===== config.mk =====
export PLATFORM = sky130hd
export DESIGN_NAME = addsub_arbiter
export DESIGN_NICKNAME = d
export VERILOG_FILES = /design/src/rtl/addsub_arbiter.sv
export SDC_FILE = /design/constraint.sdc
export NUM_CORES = 1
export LEC_CHECK = 0
export ABC_AREA = 1
export ABC_CLOCK_PERIOD_IN_PS = 1700
export CAP_MARGIN = 5
export CORE_MARGIN = 10
export CORE_UTILIZATION = 41
export DETAILED_ROUTE_END_ITERATION = 16
export PLACE_DENSITY = 0.79
export SYNTH_ARGS = -nofsm -noshare
export SYNTH_HDL_FRONTEND = slang
export SYNTH_SLANG_ARGS = --single-unit

===== constraint.sdc =====
create_clock -name clk -period 1.7 [get_ports clk]
set_input_delay 0.34 -clock clk [delete_from_list [all_inputs] [get_ports clk]]
set_output_delay 0.34 -clock clk [all_outputs]
set_load 0.005 [all_outputs]

===== src/rtl/addsub_arbiter.sv =====
// rtl/addsub_arbiter.sv - two-requester arbiter/sequencer for a shared 4-bit adder/subtractor
module addsub_arbiter #(
  parameter bit RR_EN    = 1'b1,
  parameter bit INIT_PTR = 1'b0
) (
  input  logic       clk,
  input  logic       rst_n,
  input  logic       req0,
  input  logic [3:0] a0,
  input  logic [3:0] b0,
  input  logic       op0,
  output logic       ack0,
  output logic       done0,
  input  logic       req1,
  input  logic [3:0] a1,
  input  logic [3:0] b1,
  input  logic       op1,
  output logic       ack1,
  output logic       done1,
  output logic [3:0] au_a,
  output logic [3:0] au_b,
  output logic       au_e,
  input  logic [3:0] au_s,
  input  logic       au_cout,
  output logic [3:0] result,
  output logic       cout,
  output logic       ovf,
  output logic       zero,
  output logic       busy
);

  typedef enum logic [1:0] {IDLE = 2'd0, EXEC = 2'd1, DONE = 2'd2} state_t;

  state_t state, state_nxt;
  logic   owner;
  logic   ptr;
  logic   any_req;
  logic   grant1;

  // requester 1 wins when alone, or when both ask and the round-robin pointer favours it
  always_comb begin
    any_req = req0 | req1;
    grant1  = req1 & (~req0 | (RR_EN & ptr));
  end

  always_ff @(posedge clk or negedge rst_n) begin
    if (!rst_n) state <= IDLE;
    else        state <= state_nxt;
  end

  always_comb begin
    state_nxt = state;
    case (state)
      IDLE:    if (any_req) state_nxt = EXEC;
      EXEC:    state_nxt = DONE;
      DONE:    state_nxt = IDLE;
      default: state_nxt = IDLE;
    endcase
  end

  always_ff @(posedge clk or negedge rst_n) begin
    if (!rst_n) begin
      owner  <= 1'b0;
      ptr    <= INIT_PTR;
      au_a   <= 4'd0;
      au_b   <= 4'd0;
      au_e   <= 1'b0;
      result <= 4'd0;
      cout   <= 1'b0;
      ovf    <= 1'b0;
      zero   <= 1'b0;
    end else begin
      if (state == IDLE && any_req) begin
        owner <= grant1;
        au_a  <= grant1 ? a1 : a0;
        au_b  <= grant1 ? b1 : b0;
        au_e  <= grant1 ? op1 : op0;
        if (RR_EN) ptr <= ~grant1;
      end
      // effective B operand is b^e, so overflow is "same input signs, different result sign"
      if (state == EXEC) begin
        result <= au_s;
        cout   <= au_cout;
        ovf    <= (au_a[3] == (au_b[3] ^ au_e)) && (au_s[3] != au_a[3]);
        zero   <= (au_s == 4'd0);
      end
    end
  end

  always_comb begin
    ack0  = 1'b0;
    ack1  = 1'b0;
    done0 = 1'b0;
    done1 = 1'b0;
    busy  = 1'b0;
    case (state)
      EXEC: begin
        ack0 = ~owner;
        ack1 = owner;
        busy = 1'b1;
      end
      DONE: begin
        done0 = ~owner;
        done1 = owner;
        busy  = 1'b1;
      end
      default: ;
    endcase
  end

endmodule


# Word level (Yosys, flattened, before mapping)
# Cells that the tools add are included.
[word_totals]
regBits = 20
latch_bits = 0
mem_bits_rw = 0
rom_bits = 0
input_bits = 27
output_inout_bits = 21
word_cells = 37
memories = 0
[classes]
add_sub_neg = 0
mul = 0
div_mod_pow = 0
magnitude_cmp = 0
eq_ne = 5
shifts = 0
n_mux = 10
n_bitwise = 7
reduce_logical = 5
[ops]
columns = ["operator", "count"]
rows = [
  ["4-bit two-way mux", 2],
  ["1-bit two-way mux", 6],
  ["4-bit logical NOT", 1],
  ["2-bit case mux with 2 select lines", 1],
  ["1-bit inverter", 3],
  ["2-bit by 1-bit equality test with 1-bit output, second input constant", 1],
  ["2-bit equality test, second input constant", 1],
  ["1-bit logical AND", 2],
  ["2-bit logical NOT", 1],
  ["2-bit two-way mux", 1],
  ["2-bit inequality test, second input constant", 1],
  ["1-bit OR", 2],
  ["2-bit OR reduction", 1],
  ["1-bit AND", 1],
  ["1-bit equality test", 1],
  ["1-bit inequality test", 1],
  ["1-bit bitwise XOR", 1],
]

# Longest topological paths before layout
# Gate-level depths: netlist of run 1.
[depth]
depth_word = 4
ltp_mapped = 8
depth_no_buf = 7

# Worst setup path before layout of run 1
# No wires, ideal clock.
[synth_path]
path_kind = "reg-to-output"
startpoint = "register state[1]"
endpoint = "output ack0"
arrival_time_ns = 0.922
required_time_ns = 1.360
slack_ns = 0.438
stages_incl_launch_ff = 5
path_buffers = 0
cell_sequence = "dfrtp_1 inv_1 ha_1 inv_2 nor2_1"
[synth_between]
elab_chain_cells = 2
[synth_lines]
columns = ["item", "line", "rtl"]
rows = [
  ["start: declaration", "34", "state_t state, state_nxt;"],
  ["start signal: assignment", "48", "else state <= state_nxt;"],
  ["2-bit by 1-bit equality test with 1-bit output", "96", "case (state)"],
  ["1-bit two-way mux", "96", ""],
  ["end: declaration", "12", "output logic ack0,"],
]
# No other way between the ends.

# Worst setup path in the final report of run 1
[layout_path]
startpoint = "register state[1]"
endpoint = "output done1"
[layout_between]
elab_chain_cells = 2
[layout_lines]
columns = ["item", "line", "rtl"]
rows = [
  ["2-bit equality test", "96", ""],
  ["1-bit two-way mux", "96", ""],
  ["end: declaration", "19", "output logic done1,"],
]
# No other way between the ends.

==> results of run 1 <==
cell families after synthesis:
kind of cell	share of synthesized area, %
flip-flops	47.2
AO/OA/AOI/OAI	2.71
AND/OR/NAND/NOR	36.8
adder cells (fa/ha/maj)	4.72
buffers and inverters	8.61
power groups by stage:
stage | combinational (W) | clock, W | sequential, W
detailed placement | 0.00148 | 0 | 0.000858
floorplan | 0.000727 | 0 | 0.000858
global route | 0.00166 | 0.000235 | 0.000886
finish | 0.00147 | 0.000219 | 0.000852
CTS | 0.00148 | 0.000222 | 0.000860
global placement | 0.00143 | 0 | 0.000850
layer usage:
metal | vias to the layer above | track usage [%] | wire length [um]
li1 | 507 | - | -
met2 | 51 | 17.6 | 1310
met1 | 472 | 14.8 | 1270
met4 | 0 | 3.01 | 8
met3 | 2 | 5.86 | 347
met5 | - | 0 | 0
metrics by stage:
step | power (W) | hold slack (ps) | cell area, um^2 | util (%)
after floorplan | 0.00158 | 44.4 | 1060 | -
after global placement | 0.00228 | 454 | 1580 | 63.7
after detailed placement | 0.00234 | 468 | 1580 | 63.7
after CTS | 0.00257 | 385 | 1620 | 65.3
after global routing | 0.00278 | 412 | 1610 | 65.1
final | 0.00254 | 382 | 1610 | 65.1
worst paths after layout:
kind / start / to / slack [ps] / cells past startpoint
max in group asynchronous: rst_n / au_e / 1110 / 2
min in group clk: result[2] / result[2] / 490 / 2
hold reg to reg: result[2] / result[2] / 490 / 2
hold / removal: rst_n / cout / 380 / 2
setup reg to reg: state[1] / au_e / 330 / 8
setup / recovery: state[1] / done1 / 60 / 5
layout by cell type, fill, tap and decap left out, drive strengths merged:
master / instances
inv: 13
nor2: 7
nand2: 38
buf: 9
nor3: 1
clkbuf: 7
dfrtp: 20
clkdlybuf4s50: 42
clkdlybuf4s15: 1
ha: 4
o21ai: 4
nand4: 9
a21oi: 1
nand3: 20
what timing repair did:
item,CTS,global route
buffers inserted,1,1
resized for setup,10,9
setup endpoints to repair,5,3
flip-flops by register name, summed over array words and instances, names as in the netlist:
name and count:
au_b 4, au_a 4, au_e 1, cout 1, ovf 1, ptr 1
zero 1, owner 1, state 2, result 4
final cells by class:
cell class	count	area, um^2	share of cell area (%)
sequential	20	500	31.1
clock buffer	3	22.5	1.40
tap	30	37.5	2.33
multi-input combinational	84	484	30.0
timing repair buffer	56	518	32.1
inverter	13	48.8	3.03
==> results.md, run 1 <==
Run status:
- The run finished with clean final reports.

Placement:
- The placer congestion estimate is 0.848.
- The wire-length estimate of the detail-placed layout is 2.36 mm.
- The cell total after placement is 201.
- In this run the tool buffered the top-level ports with 47 buffer cells.
- Timing analysis after detailed placement gives a worst setup slack of 34.0 ps.

Power and ir drop:
- The combinational cell fraction of total power is 57.8%.
- In this run the power spent charging and discharging nets is 0.000985 W.
- The power per standard cell area is 1580 nW/um^2.
- In this run switching power makes up 38.8% of total power.
- The sequential group share of total power is 33.6%.
- The maximum VDD drop is 849 uV.
- The portion of total power attributed to the clock network is 8.6%.
- Summed over all cells, the static leakage comes to 0.793 nW.
- Cell internal power was estimated by the tool at 0.00156 W.

Clock tree:
- The number of hold buffers added after cts is 0.
- The clock network latency to the later pin of the worst-skew pair is 290 ps.
- In this run the clock root is driven by a sky130_fd_sc_hd__clkbuf_4.
- The tree built by TritonCTS fans out to 20 sinks.
- TritonCTS built the clock tree.
- In this run the number of H-tree levels came out at 1.
- Clock tree synthesis inserted a total of 3 buffers.
- After clock tree synthesis, the clock-pin slew on the worst setup and hold paths is 110 ps.
- The buffer levels on the longest clock path is 2.

Synthesis:
- The Yosys step of the flow raised 0 warnings.
- Yosys mapped the design onto 20 distinct sky130hd cell types.
- Counting flops with a built-in enable in the synthesized netlist gives 0.
- After synthesis, the cell types taking the most area are sky130_fd_sc_hd__dfrtp_1 47%, sky130_fd_sc_hd__nand2_1 13%, sky130_fd_sc_hd__nand3_2 8.5%, sky130_fd_sc_hd__nand4_1 5.3%, sky130_fd_sc_hd__nand3_1 5.2%.
- For this run, the register share of the synthesized area comes to 47.2%.
- By count the netlist is led by 36 x sky130_fd_sc_hd__nand2_1, 20 x sky130_fd_sc_hd__dfrtp_1, 11 x sky130_fd_sc_hd__nand3_1.
- The share of Yosys cell area claimed by the top area cell type is 47.2%.
- The number of nets in the synthesized netlist is 153.
- After synthesis the netlist holds a flip-flop and latch count of 20.
- The synthesized area per cell is 8.70 um^2.
- The async set or reset register ratio after synthesis is 100%.
- The most frequent cell after synthesis is sky130_fd_sc_hd__nand2_1.
- In this run the cell area of the synthesized design comes to 1060 um^2.
- In the synthesized netlist, the number of instances is 122.
- The leading area contributor after synthesis is sky130_fd_sc_hd__dfrtp_1.
- The most used flip-flop cell after synthesis is sky130_fd_sc_hd__dfrtp_1.

Drt:
- The aggregate routed wire length is 2.93 mm.
- Summing over every cut layer, the via total after detailed routing is 1032.
- The pre-antenna-repair detailed-routing pass consisted of 4 iterations.
- In the final routed layout, each cell accounts on average for 14.2 um.
- The DRC violation total after the first TritonRoute iteration is 50.
- The number of remaining DRC errors is 0.
- Using the TritonRoute via totals, the vias-per-cell ratio works out to 5.01.
- The remaining number of nets flagged by the antenna check after routing is 0.

Global route:
- The total overflow left after global routing is 0.
- The maximum number of pins on one net before global-route repair is 21.
- The number of antenna violations at the first check in global routing is 0.
- The wire length of the first global-routing pass is 5.09 mm.
- The number of global-route vias before repair is 1087.
- Across every metal layer, demand over resource in global routing totals 11.8%.

Setup path:
- Data arrives at the worst endpoint at 1300 ps.
- The worst setup path is launched from a register.
- For the worst setup path, the data required time is 1360 ps.
- The kind of end point of the critical path is an output port.
- Walking the worst path, the cells encountered are buf_4, ha_2, nand2_1, inv_1, clkdlybuf4s15_1.
- The family with the most delay on the worst path is flip-flops.
- The slowest stage of the critical path is the sky130_fd_sc_hd__dfrtp_1 cell.
- The sum of buffers and inverters on the critical path is 3.
- The largest fanout of any net on the critical path is 2.
- The critical path is of the register to output port type.
- On the worst path, the slowest cell contributes a delay of 410 ps.

Finish:
- Once layout is complete, the cells apart from fillers number 206.
- The diode insertion count for antenna repair is 0.
- The post-route netlist has 21.6% of its cells at a drive strength greater than 1.
- The post-layout net count is 209.
- The area growth from synthesis to layout is 51.9%.
- Fill cells in the final layout number 205.

Timing:
- Based on the critical path, the design can be clocked at up to 610 MHz.
- The final number of hold-violating endpoints was 0.
- The actual transition at the worst max-transition pin is 258 ps.
- The final critical-path share of the clock period is 96.4%.
- Setup violations remaining at the end of the flow were counted as 0.
- The minimum setup slack in the final design is 61.4 ps.
- The largest clock skew in the final design is 0.887 ps.
- The max-slew headroom at the worst pin is 82.8%.
- The final number of max-transition violations is 0.
- For the final routed database, the setup TNS stands at 0 ps.
- Setup repair after global routing left no endpoint under its margin.
- For the finished layout, the period the worst path requires is 1640 ps.

Die:
- After floorplanning, the core was sized to cover 2480 um^2.
- The initial utilization of the core area, before any placement, comes to 42.8%.
- The vertical die dimension is 70.9 um.
- The initialized floorplan defines 18 standard-cell rows.
- The count of pins on the block boundary is 48.
- The floorplan die area is 5020 um^2.
- From left edge to right edge, the die measures 70.9 um.

Min path:
- The class of the tightest hold or removal check is input pin to asynchronous set/reset pin.

Job:
- Max-cap violations in this run came to 0.
Note: power is estimated with default switching activity, not from simulation.
==> run 2: changes to the inputs <==
Settings changed: ABC_CLOCK_PERIOD_IN_PS 1700 to 1900, CORE_UTILIZATION 41 to 44, PLACE_DENSITY 0.79 to 0.84.
Clock period 1.7 ns to 1.9 ns, I/O delays scaled along.
==> run 2 against run 1 <==
Effect of this change:
- cell count down 1.9%
- wire length down 0.78%
- global-route usage up 0.44 points
- critical path depth unchanged
- clock skew up 4.1 ps
==> results.md, run 2 (same netlist as run 1, synthesis figures left out) <==
Run status:
- The flow ran to the end, and the final reports show no timing, DRC or antenna violations.

Timing:
- Setup repair after global routing left no endpoint under its margin.
- The max-slew headroom at the worst pin was 79.7% (-3.0 points).
- The worst path uses 95.1% of the clock period.
- The actual transition at the worst max-transition pin came to 303 ps (+45.0 ps).
- The final number of max-transition violations is 0 (unchanged).
- Based on the critical path, the design can be clocked at up to 553 MHz.
- The total negative slack for setup checks came to 0 ps (unchanged).
- The final number of hold-violating endpoints is 0 (unchanged).
- The setup violation total in the final timing report is 0 (unchanged).
- The worst path needs 1810 ps of the cycle, external delays included.
- The largest clock skew in the final design is 4.96 ps (+4.07 ps).

Drt:
- The number of remaining DRC errors came to 0 (unchanged).
- The aggregate routed wire length came to 2.91 mm (-0.78%).
- The first-pass detailed-route iteration total came to 4 (unchanged).
- The DRC violation total after the first TritonRoute iteration is 52 (+4.0%).
- The average routed wire per standard cell was 14.4 um (+1.2%).
- The via count is 1013 (-1.8%).
- The remaining number of nets flagged by the antenna check after routing came to 0 (unchanged).
- The via-per-instance ratio is 5.01 (+0.10%).

Global route:
- The residual overflow from global routing is 0 (unchanged).
- The wire length of the first global-routing pass was 5.09 mm (unchanged).
- The number of global-route vias before repair came to 1098 (+1.0%).
- The total routing usage reported by global routing came to 12.3% (+0.44 points).
- The number of antenna violations at the first check in global routing is 0 (unchanged).
- The maximum number of pins on one net before global-route repair was 21 (unchanged).

Die:
- The effective utilization at floorplan is 47.1% (+4.2 points).
- The core area came to 2250 um^2 (-9.0%).
- The site row count is 17 (-1).
- The count of pins on the block boundary is 48 (unchanged).
- The floorplan die area was 4780 um^2 (-4.9%).
- The horizontal die dimension is 69.1 um (-2.5%).
- The vertical die dimension is 69.1 um (-2.5%).

Placement:
- The number of I/O port buffers came to 47 (unchanged).
- The cell total after placement is 196 (-2.5%).
- The estimated wirelength of the detail-placed design is 2.29 mm (-3.1%).
- The placer congestion estimate is 0.825 (-2.6%).

Clock tree:
- The number of levels the H-tree was split into is 1 (unchanged).
- The number of hold buffers added after cts is 0 (unchanged).
- The number of CTS-inserted buffers is 3 (unchanged).
- The clock-pin slew reported for the worst setup and hold paths after clock tree synthesis is 120 ps (about the same).
- The clock network latency to the later pin of the worst-skew pair came to 300 ps (about the same).
- The clock sink total is 20 (unchanged).
- The cell sitting at the root of the clock tree is a sky130_fd_sc_hd__clkbuf_4.
- The buffer levels on the longest clock path is 2 (unchanged).
- The CTS tree is built.

Finish:
- Relative to the synthesized area, the layout overhead comes to 53.7%.
- The diode insertion count for antenna repair was 0 (unchanged).
- In the layout the commonest cells are 42 x sky130_fd_sc_hd__clkdlybuf4s50_1, 36 x sky130_fd_sc_hd__nand2_1, 20 x sky130_fd_sc_hd__dfrtp_1.
- The most common cell after layout, fill and taps aside is sky130_fd_sc_hd__clkdlybuf4s50_1.
- The post-layout net count was 206 (-1.4%).
- The non-filler instance count after layout is 202 (-1.9%).
- The number of fill cells in the layout is 181 (-12%).
- The share of cells above drive strength 1 is 17.8% (-3.8 points).
- In the final layout, the registers with the most flip-flops are au_a: 4 flops, au_b: 4 flops, result: 4 flops.

Power and ir drop:
- The combinational cell fraction of total power is 53.5% (-4.3 points).
- The static power due to leakage is 0.809 nW (+2.0%).
- The fraction of power spent switching nets is 37.0% (-1.7 points).
- The maximum VDD drop is 873 uV (+2.8%).
- The net switching power is 0.000886 W (-10%).
- The power per standard cell area came to 1470 nW/um^2 (-6.9%).
- The internal cell power is 0.00151 W (-3.2%).
- The sequential group share of total power was 31.9% (-1.7 points).
- The portion of total power attributed to the clock network is 14.6% (+6.0 points).

Setup path:
- STA classifies the critical path endpoint as an output port.
- The worst path required time is 1520 ps (+160 ps).
- The category of the critical setup timing path is register to output port.
- The largest fanout of any net on the critical path is 9 (+7).
- The depth of the worst register-to-register path was 7 (-1).
- The arrival time at the worst endpoint is 1430 ps (+130 ps).
- STA classifies the critical path startpoint as a register.

Job:
- The count of max-cap constraint violations was 0 (unchanged).

Min path:
- The class of the tightest hold or removal check is input pin to asynchronous set/reset pin.
==> run 2: path summary, 6_finish.rpt <==
check	startpoint	endpoint	slack, ps
worst max-delay path	state[0]	ack0	90
worst min-delay path	rst_n	ovf	400
worst max register to register	state[1]	au_a[3]	410
worst min register to register	result[0]	result[0]	490
max in group asynchronous	rst_n	result[1]	1290
min in group clk	result[0]	result[0]	490
==> run 2: worst max-delay path, cell delays in order (launching register included) <==
cell and delay (ps):
sky130_fd_sc_hd__dfrtp_1 400, sky130_fd_sc_hd__buf_4 150, sky130_fd_sc_hd__ha_4 170, sky130_fd_sc_hd__inv_4 90
sky130_fd_sc_hd__nor2_1 50, sky130_fd_sc_hd__dlygate4sd2_1 270
==> run 2: per-layer routing <==
layer  routed length, um  up-vias  global-route usage, %
met1                1240      462                   14.3
met4                  19        0                   4.21
met3                 377        2                   6.70
met2                1270       50                   18.4
li1                    -      499                      -
met5                   0        -                      0
==> run 2: cell type report <==
cell class | instances | area [um^2] | share of cell area (%)
flip-flops and latches | 20 | 500 | 30.7
repair buffers | 53 | 509 | 31.2
clock buffers | 3 | 22.5 | 1.38
inverters | 13 | 51.3 | 3.15
multi-input cells | 84 | 482 | 29.5
well taps | 28 | 35.0 | 2.15
clock inverters | 1 | 30.0 | 1.84
==> run 2: stage by stage <==
stage          area [um^2]  worst slack [ps]  utilization, %  power, W  hold WS, ps
2_1_floorplan         1060               598               -   0.00142         84.4
3_3_place_gp          1550               119            68.9   0.00200          463
3_5_place_dp          1550              56.9            68.9   0.00204          468
4_1_cts               1630              37.5            72.2   0.00241          404
5_1_grt               1630              25.0            72.3   0.00261          411
6_report              1630              92.9            72.3   0.00239          396
==> run 2: power by group through the flow <==
stage | clock network (W) | registers (W) | logic [W]
3_5_place_dp | 0 | 0.000773 | 0.00127
6_report | 0.000350 | 0.000763 | 0.00128
2_1_floorplan | 0 | 0.000768 | 0.000650
4_1_cts | 0.000357 | 0.000765 | 0.00129
3_3_place_gp | 0 | 0.000763 | 0.00123
5_1_grt | 0.000376 | 0.000795 | 0.00144
==> run 2: timing repair <==
item,in CTS,in global routing
endpoints found under the hold margin,0,0
gates resized for setup,9,1
setup buffers,2,0
setup endpoints to repair,5,1
